--- src/rtl/lc3b_types.sv ---
// rtl/lc3b_types.sv - shared LC-3b word type and memory responder state encoding
package lc3b_types;

  localparam int LC3B_WIDTH = 16;

  typedef logic [LC3B_WIDTH-1:0] lc3b_word;

  typedef enum logic [1:0] {
    IDLE  = 2'd0,
    I_ACC = 2'd1,
    D_ACC = 2'd2
  } mem_resp_state_t;

  // Reads always fetch the full word; only stores honour the core's lanes.
  function automatic logic [1:0] pmem_lanes(input logic write, input logic [1:0] byte_enable);
    return write ? byte_enable : 2'b11;
  endfunction

endpackage

--- src/rtl/port_hold_buffer.sv ---
// rtl/port_hold_buffer.sv - per-port done flag and data register, held until advance or request drop
module port_hold_buffer #(
  parameter int WIDTH = 16
) (
  input  logic             clk,
  input  logic             rst_n,
  input  logic             request,
  input  logic             advance,
  input  logic             set,
  input  logic             capture,
  input  logic [WIDTH-1:0] load_data,
  output logic             done,
  output logic [WIDTH-1:0] data
);

  // A completion landing on the advance edge belongs to the next instruction,
  // so set wins over both clear causes.
  always_ff @(posedge clk or negedge rst_n) begin
    if (!rst_n) begin
      done <= 1'b0;
    end else if (set) begin
      done <= 1'b1;
    end else if (advance || !request) begin
      done <= 1'b0;
    end
  end

  always_ff @(posedge clk or negedge rst_n) begin
    if (!rst_n) begin
      data <= '0;
    end else if (capture) begin
      data <= load_data;
    end
  end

endmodule

--- src/rtl/mem_port_responder.sv ---
// rtl/mem_port_responder.sv - I/D port arbiter onto one pmem interface with held responses (option: MEM_RESP_BYPASS_EN)
import lc3b_types::*;

module mem_port_responder #(
  parameter int WIDTH        = 16,
  parameter int STARVE_LIMIT = 3
) (
  input  logic             clk,
  input  logic             rst_n,
  input  logic             advance,
  input  logic             instruction_request,
  input  logic [WIDTH-1:0] instruction_address,
  output logic [WIDTH-1:0] instr,
  output logic             instruction_response,
  input  logic             data_request,
  input  logic             write_enable,
  input  logic [WIDTH-1:0] mem_address,
  input  logic [1:0]       mem_byte_enable,
  input  logic [WIDTH-1:0] write_data,
  output logic [WIDTH-1:0] mem_rdata,
  output logic             data_response,
  output logic             pmem_read,
  output logic             pmem_write,
  output logic [WIDTH-1:0] pmem_address,
  output logic [WIDTH-1:0] pmem_wdata,
  output logic [1:0]       pmem_byte_enable,
  input  logic [WIDTH-1:0] pmem_rdata,
  input  logic             pmem_resp
);

  localparam int SW = (STARVE_LIMIT < 1) ? 1 : $clog2(STARVE_LIMIT + 1);
  localparam logic [SW-1:0] STARVE_MAX = SW'(STARVE_LIMIT);

  mem_resp_state_t state;
  logic [SW-1:0]   starve_cnt;
  logic            i_done, d_done;
  logic [WIDTH-1:0] i_data, d_data;
  logic            i_pend, d_pend;
  logic            grant_i, grant_d;
  logic            i_set, d_set;

  assign i_pend = instruction_request & ~i_done;
  assign d_pend = data_request & ~d_done;

  assign grant_d = (state == IDLE) & d_pend & (~i_pend | (starve_cnt < STARVE_MAX));
  assign grant_i = (state == IDLE) & i_pend & ~grant_d;

  assign i_set = (state == I_ACC) & pmem_resp;
  assign d_set = (state == D_ACC) & pmem_resp;

  always_ff @(posedge clk or negedge rst_n) begin
    if (!rst_n) begin
      state <= IDLE;
    end else begin
      case (state)
        IDLE: begin
          if (grant_d) begin
            state <= D_ACC;
          end else if (grant_i) begin
            state <= I_ACC;
          end
        end
        I_ACC, D_ACC: begin
          if (pmem_resp) begin
            state <= IDLE;
          end
        end
        default: state <= IDLE;
      endcase
    end
  end

  // Counts data grants taken past a waiting fetch; saturates so it cannot wrap.
  always_ff @(posedge clk or negedge rst_n) begin
    if (!rst_n) begin
      starve_cnt <= '0;
    end else if (grant_i) begin
      starve_cnt <= '0;
    end else if (grant_d && i_pend && (starve_cnt != STARVE_MAX)) begin
      starve_cnt <= starve_cnt + 1'b1;
    end
  end

  always_comb begin
    pmem_read        = 1'b0;
    pmem_write       = 1'b0;
    pmem_address     = '0;
    pmem_wdata       = '0;
    pmem_byte_enable = 2'b11;
    case (state)
      I_ACC: begin
        pmem_read    = 1'b1;
        pmem_address = instruction_address;
      end
      D_ACC: begin
        pmem_read        = ~write_enable;
        pmem_write       = write_enable;
        pmem_address     = mem_address;
        pmem_wdata       = write_enable ? write_data : '0;
        pmem_byte_enable = pmem_lanes(write_enable, mem_byte_enable);
      end
      default: ;
    endcase
  end

  port_hold_buffer #(.WIDTH(WIDTH)) i_hold (
    .clk       (clk),
    .rst_n     (rst_n),
    .request   (instruction_request),
    .advance   (advance),
    .set       (i_set),
    .capture   (i_set),
    .load_data (pmem_rdata),
    .done      (i_done),
    .data      (i_data)
  );

  // Stores acknowledge without disturbing the last load result.
  port_hold_buffer #(.WIDTH(WIDTH)) d_hold (
    .clk       (clk),
    .rst_n     (rst_n),
    .request   (data_request),
    .advance   (advance),
    .set       (d_set),
    .capture   (d_set & ~write_enable),
    .load_data (pmem_rdata),
    .done      (d_done),
    .data      (d_data)
  );

`ifdef MEM_RESP_BYPASS_EN
  assign instruction_response = instruction_request & (i_done | i_set);
  assign data_response        = data_request & (d_done | d_set);
  assign instr                = i_set ? pmem_rdata : i_data;
  assign mem_rdata            = (d_set & ~write_enable) ? pmem_rdata : d_data;
`else
  assign instruction_response = instruction_request & i_done;
  assign data_response        = data_request & d_done;
  assign instr                = i_data;
  assign mem_rdata            = d_data;
`endif

endmodule

--- config.mk ---
export PLATFORM = sky130hd
export DESIGN_NAME = mem_port_responder
export DESIGN_NICKNAME = d
export VERILOG_FILES = /design/src/rtl/lc3b_types.sv /design/src/rtl/port_hold_buffer.sv /design/src/rtl/mem_port_responder.sv
export SDC_FILE = /design/constraint.sdc
export NUM_CORES = 1
export LEC_CHECK = 0
export BUFFER_PORTS_ARGS = -buffer_cell sky130_fd_sc_hd__buf_4
export CORE_AREA = 2 2 70 72
export CTS_CLUSTER_SIZE = 8
export DETAILED_ROUTE_END_ITERATION = 16
export DIE_AREA = 0 0 72 74
export PLACE_DENSITY = 0.95
export SYNTH_ARGS = -nofsm -noshare
export SYNTH_HDL_FRONTEND = slang
export SYNTH_SLANG_ARGS = --single-unit
--- constraint.sdc ---
create_clock -name clk -period 4.5 [get_ports clk]
set_clock_uncertainty 0.2 [all_clocks]
set_input_delay 0.9 -clock clk [delete_from_list [all_inputs] [get_ports clk]]
set_output_delay 0.9 -clock clk [all_outputs]
set_load 0.005 [all_outputs]
==> results of run 1 <==
-- how the worst max path moves through the flow --
stage                                     from          endpoint  depth (start not counted)  slack (ns)
after CTS                 state[0]$_DFFE_PN0P_   pmem_address[1]                          5        1.29
after global routing      state[0]$_DFFE_PN0P_   pmem_address[1]                          5        1.08
after global placement    state[0]$_DFFE_PN0P_  pmem_address[12]                          5        1.68
after detailed placement  state[0]$_DFFE_PN0P_   pmem_address[1]                          5        1.61
after floorplan                   write_enable    pmem_wdata[10]                          2        2.14
final                     state[0]$_DFFE_PN0P_   pmem_address[1]                          5        1.30
-- area by class of cell --
cell class	instances	area, um^2	share of cell area, %
Clock buffer	6	82.6	2.62
Sequential cell	38	951	30.2
Inverter	4	15.0	0.477
Tap cell	54	67.6	2.15
Clock inverter	1	30.0	0.954
Timing Repair Buffer	142	1070	33.9
Multi-Input combinational cell	113	935	29.7
-- worst register-to-register path: cells and delay by family, from the launching register on --
family,cells,cell delay [ns]
adders and majority gates,1,0.82
buffers and inverters,1,0.10
DFF,1,0.38
muxes,1,0.44
and+or+nand+nor,2,0.68
-- layout by cell type, fill, tap and decap left out, types with 2 or more instances in the layout --
master / n
buf_4: 142
dfrtp_1: 38
mux2_2: 22
nor2b_1: 19
a22oi_1: 16
and3_1: 16
mux2_4: 10
nand2_1: 6
clkbuf_8: 6
o21ai_0: 5
inv_1: 4
ha_1: 4
nand2b_1: 3
or2_2: 2
-- routing by layer --
layer	vias to the layer above	wire length (um)	GRT usage, %
li1	864	-	-
met1	841	2110	23.2
met2	88	2740	35.9
met3	6	546	6.78
met4	0	61	6.29
met5	-	0	0
-- where the power goes --
group | internal [W] | switching, W
combinational | 0.000570 | 0.000344
sequential | 0.000508 | 0.0000923
clock | 0.000177 | 0.000114
total | 0.00126 | 0.000550
-- registers in the layout, summed over array words and instances (netlist names) --
signal	flops
d_hold.data	16
i_hold.data	16
starve_cnt	2
state	2
d_hold.done	1
i_hold.done	1
-- cell families after synthesis --
| kind of cell | share of synthesized area, % |
|---|---|
| and+or+nand+nor | 15.4 |
| buffers and inverters | 4.38 |
| AOI/OAI and AO/OA | 9.26 |
| DFF | 48.2 |
| muxes | 20.2 |
| adders and majority gates | 2.54 |
-- per-stage QoR --
stage | cell area [um^2] | setup slack, ns
after floorplan | 1970 | 2.14
after global placement | 3030 | 1.68
after detailed placement | 3030 | 1.61
after CTS | 3150 | 1.29
after global routing | 3150 | 1.08
final | 3150 | 1.30
==> flow_summary_export.csv, run 1 <==
group,metric,value,unit
grt,grt_pass1_wl,8.25,mm
placement,gp_congestion,0.795,
synth,synth-seq-cells,38,
route,antenna_left,0,
route,viasPerCell,5.03,
synth,async_flop_share,100,%
synth,synth_edf_count,0,
cts,htreeDepth,2,
placement,detailed_place_hpwl,4.23,mm
worst_setup_path,worst_setup_path_end_kind,"output port",
die,io_pins,143,
worst_setup_path,reg2reg_to,"d_hold.data[1]$_DFFE_PN0P_",
worst_hold_path,min_from,"i_hold.data[12]$_DFFE_PN0P_",
timing,max_freq,312,MHz
die,die_area,5330,um^2
grt,grt_pass1_vias,1745,
timing,slew_headroom,33.8,%
die,die_w,72,um
cts,clock_path_buffers,2,
worst_setup_path,rr_startpoint,"state[0]$_DFFE_PN0P_",
grt,antenna_found_initial,0,
cts,clk_pin_slew,0.07,ns
cts,cts.sinks,38,
cts,cts_hold_repair.buffers,0,
worst_setup_path,cp.required,3.40,ns
final_layout,fin_util,68.4,%
route,drt_iter0_drc,45,
cts,cts_tree,"done",
cts,root_buffer,"clkbuf_8",
synth,ys.warnings.count,0,
synth,synth_area_leader_cell,"dfrtp_1",
grt,grt_max_degree,39,
worst_setup_path,crit_path_top_delay_cell,"ha_1",
die,std_cell_rows,25,
final_layout,fill_cells,350,
timing,worstMarginPinSlew,0.993,ns
final_layout,area_growth,59.6,%
synth,syn_area,1970,um^2
route,drt_pass1_iterations,4,
worst_setup_path,rr_worst_depth,5,
worst_hold_path,min_path_cells,1,
outcome,status,"completed",
synth,synth.distinct_cells,28,
timing,rsz0062_at_grt,"no",
final_layout,fin_nets,381,
route,drc,0,
timing,finalSetupTns,0,ns
worst_setup_path,crit_family,"adder cells",
power,p_per_area,574,nW/um^2
placement,port_buffers,142,
grt,grt_overflow,0,
worst_setup_path,crit_chain,"inv_1 -> ha_1 -> a22oi_1 -> nor2b_1 -> buf_4",
synth,post-synth-top-count-cell,"dfrtp_1",
route,routed_wl,5.46,mm
die,start_util,42.9,%
synth,synthTopCellsByArea,"dfrtp_1 48%, mux2_2 13%, mux2_4 7.6%, a22oi_1 6.1%, nor2b_1 6.0%",
synth,synthCells,166,
final_layout,insertedDiodeCount,0,
timing,setup_violations,0,
flow_run,cap_violations,0,
worst_setup_path,rrSetupSlack,1.76,ns
cts,clock_latency,0.28,ns
timing,finalHoldViolCount,0,
grt,grt_usage,20.2,%
power,vdd_drop_max,419,uV
final_layout,drive_above_1_share,60.5,%
die,core,4600,um^2
cts,cts_setup_buffers,0,
cts,numCtsBuffers,5,
cts,post_cts_resized,0,
synth,synthTopCellsByCount,"38 x dfrtp_1, 22 x mux2_2, 19 x nor2b_1, 16 x a22oi_1, 16 x and3_1",
synth,ys_seq_area_share,48.2,%
synth,yosys_most_used_dff,"dfrtp_1",
worst_setup_path,critical_path.max_fanout,35,
synth,synth_top_area_share,48.2,%
worst_setup_path,path_class,"flop to output port",
die,die_y,74,um
synth,syn_nets,243,
route,vias,1799,
worst_hold_path,whs_endpoint,"i_hold.data[12]$_DFFE_PN0P_",
worst_setup_path,start_kind,"flop",
worst_setup_path,cpPeakStageDelay,0.82,ns
worst_hold_path,hp-class,"flop to flop",
power,finalPower,0.00181,W
synth,syn_area_per_cell,11.9,um^2
timing,finalMaxSlewViolations,0,
route,avgRoutedWirePerCell,15.2,um
timing,min_period,3.20,ns
worst_setup_path,arrival,2.10,ns
power,leakage,1.68,nW
placement,dp_cells,351,
final_layout,layout.cells.non_filler,358,
timing,hold_ws,0.309,ns
worst_setup_path,crit_buf_inv,2,
timing,fin_crit_sh,71.1,%
(Power assumes the default switching activity.)
==> inputs of run 2 (changes only) <==
- CORE_AREA: 2 2 70 72 -> 2 2 73 75
- DIE_AREA: 0 0 72 74 -> 0 0 75 77
- PLACE_DENSITY: 0.95 -> 0.9
- clock period: 4.5 -> 3.3 ns (I/O delays scaled with it)
==> run 2 against run 1 <==
  * Register-to-register slack got worse by 0.94 ns
  * Worst setup slack got worse by 0.78 ns
  * First-iteration DRC count rose by 6.7%
  * Hold slack got worse by 0.19 ns
  * Sequential power rose by 38%
  * Non-clock buffer count rose by 2
  * Critical path type unchanged
==> flow_summary_export.csv, run 2 (synthesis gave the netlist of run 1 again) <==
group,metric,value,unit
route,routed.top_layer,"met4",
route,m1WireLength,2.05,mm
cts,cts_setup_buffers,0,
worst_hold_path,hp-class,"primary input to async pin",
power,power.switching,0.000758,W
timing,fin_crit_sh,84.3,%
timing,finalSetupTns,0,ns
cts,numCtsBuffers,5,
cts,post_cts_resized,0,
final_layout,area_growth,61.0,%
cts,root_buffer,"clkbuf_8",
die,std_cell_rows,26,
worst_setup_path,arrival,1.92,ns
flow_run,cap_violations,0,
final_layout,largestRegisters,"d_hold.data (16), i_hold.data (16)",
route,antenna_left,0,
cts,clk_pin_slew,0.07,ns
outcome,status,"completed",
placement,pre_cts_slack,0.801,ns
grt,grt_pass1_wl,8.60,mm
power,clock_power_share,15.6,%
timing,slew_headroom,50.0,%
route,drt_pass1_iterations,4,
final_layout,layout.cells.non_filler,377,
placement,placed_cell_area,3070,um^2
cts,cts_tree,"done",
worst_setup_path,critical_path.max_fanout,19,
power,p_seq_share,33.5,%
worst_setup_path,rrSetupSlack,0.82,ns
grt,grt_max_degree,39,
power,swShare,30.8,%
grt,grt_pass1_vias,1898,
power,intPower,0.00170,W
die,die_w,75,um
placement,dp_cells,369,
power,pwr-share-comb,50.9,%
grt,grt_usage,19.1,%
power,finalPower,0.00246,W
die,die_area,5780,um^2
timing,worstMarginPinSlew,0.748,ns
final_layout,insertedDiodeCount,0,
worst_setup_path,worst_setup_path_end_kind,"output port",
cts,clock_latency,0.29,ns
worst_setup_path,start_kind,"flop",
placement,detailed_place_hpwl,4.33,mm
power,vdd_drop_max,533,uV
placement,gp_congestion,0.729,
die,io_pins,143,
die,start_util,39.6,%
grt,grt_overflow,0,
placement,port_buffers,142,
route,wl_met3,744,um
worst_setup_path,path_class,"flop to output port",
route,dr_wl_met2,2.70,mm
final_layout,fin_nets,383,
timing,max_freq,360,MHz
power,p_per_area,775,nW/um^2
timing,setup_ws,0.519,ns
route,viasPerCell,4.85,
die,die_y,77,um
cts,cts.sinks,38,
route,drc,0,
worst_setup_path,cp.required,2.44,ns
power,leakage,1.68,nW
cts,htreeDepth,2,
die,core,4980,um^2
final_layout,final_area,3180,um^2
final_layout,fill_cells,384,
route,drt_iter0_drc,48,
route,vias,1829,
timing,finalMaxSlewViolations,0,
route,routed_wl,5.60,mm
final_layout,final_cell_mix,"144 x buf_4, 38 x dfrtp_1, 22 x mux2_2, 19 x nor2b_1",
timing,finalHoldViolCount,0,
grt,antenna_found_initial,0,
cts,clock_path_buffers,2,
route,avgRoutedWirePerCell,14.8,um
final_layout,layout_commonest_cell,"buf_4",
cts,cts_hold_repair.buffers,0,
timing,rsz0062_at_grt,"no",
timing,setup_violations,0,
final_layout,drive_above_1_share,60.3,%
timing,min_period,2.78,ns
## run 2: changes by cell type in the layout (fill, tap and decap cells not counted)
cell / previous run / this run
clkbuf_8: 6 / 5
buf_4: 142 / 144
clkbuf_1: 0 / 2
## run 2: path summary, 6_finish.rpt
| check | from | endpoint | depth (start not counted) |
|---|---|---|---|
| max | state[0]$_DFFE_PN0P_ | pmem_byte_enable[1] | 6 |
| min | rst_n | d_hold.data[10]$_DFFE_PN0P_ | 1 |
| max reg2reg | state[1]$_DFFE_PN0P_ | i_hold.data[6]$_DFFE_PN0P_ | 4 |
| min reg2reg | i_hold.data[13]$_DFFE_PN0P_ | i_hold.data[13]$_DFFE_PN0P_ | 1 |
| max in group asynchronous | rst_n | d_hold.data[5]$_DFFE_PN0P_ | 1 |
| min in group clk | i_hold.data[13]$_DFFE_PN0P_ | i_hold.data[13]$_DFFE_PN0P_ | 1 |
## run 2: through the flow
step	utilization, %	hold WS, ns
finish	63.8	0.121
CTS	63.8	0.124
global route	63.8	0.153
floorplan	-	0.164
detailed placement	61.7	0.294
global placement	61.7	0.272
## run 2: critical path: stages (launching register included)
cell and delay [ns]:
dfrtp_1 0.39, inv_1 0.10, ha_1 0.42, buf_4 0.30
and2_1 0.21, nand2b_1 0.07, buf_4 0.13
## run 2: layout make-up
cell class | instances | area [um^2] | area share [%]
clock inverter | 1 | 30.0 | 0.946
tap | 70 | 87.6 | 2.76
timing repair buffer | 144 | 1080 | 34.0
clock buffer | 7 | 76.3 | 2.40
multi-input combinational | 113 | 935 | 29.4
inverter | 4 | 15.0 | 0.473
sequential | 38 | 951 | 29.9
## run 2: power groups by stage
stage	clock network, W	registers, W	logic (W)
global route	0.000410	0.000856	0.00137
global placement	0	0.000821	0.00122
detailed placement	0	0.000824	0.00127
finish	0.000383	0.000825	0.00125
CTS	0.000395	0.000826	0.00127
floorplan	0	0.000824	0.000625
## run 2: layer usage
layer  global-route usage [%]  up-vias
met5                        0        -
met4                     6.25        0
met3                     7.75        9
met2                     32.8      106
met1                     21.0      854
li1                         -      860
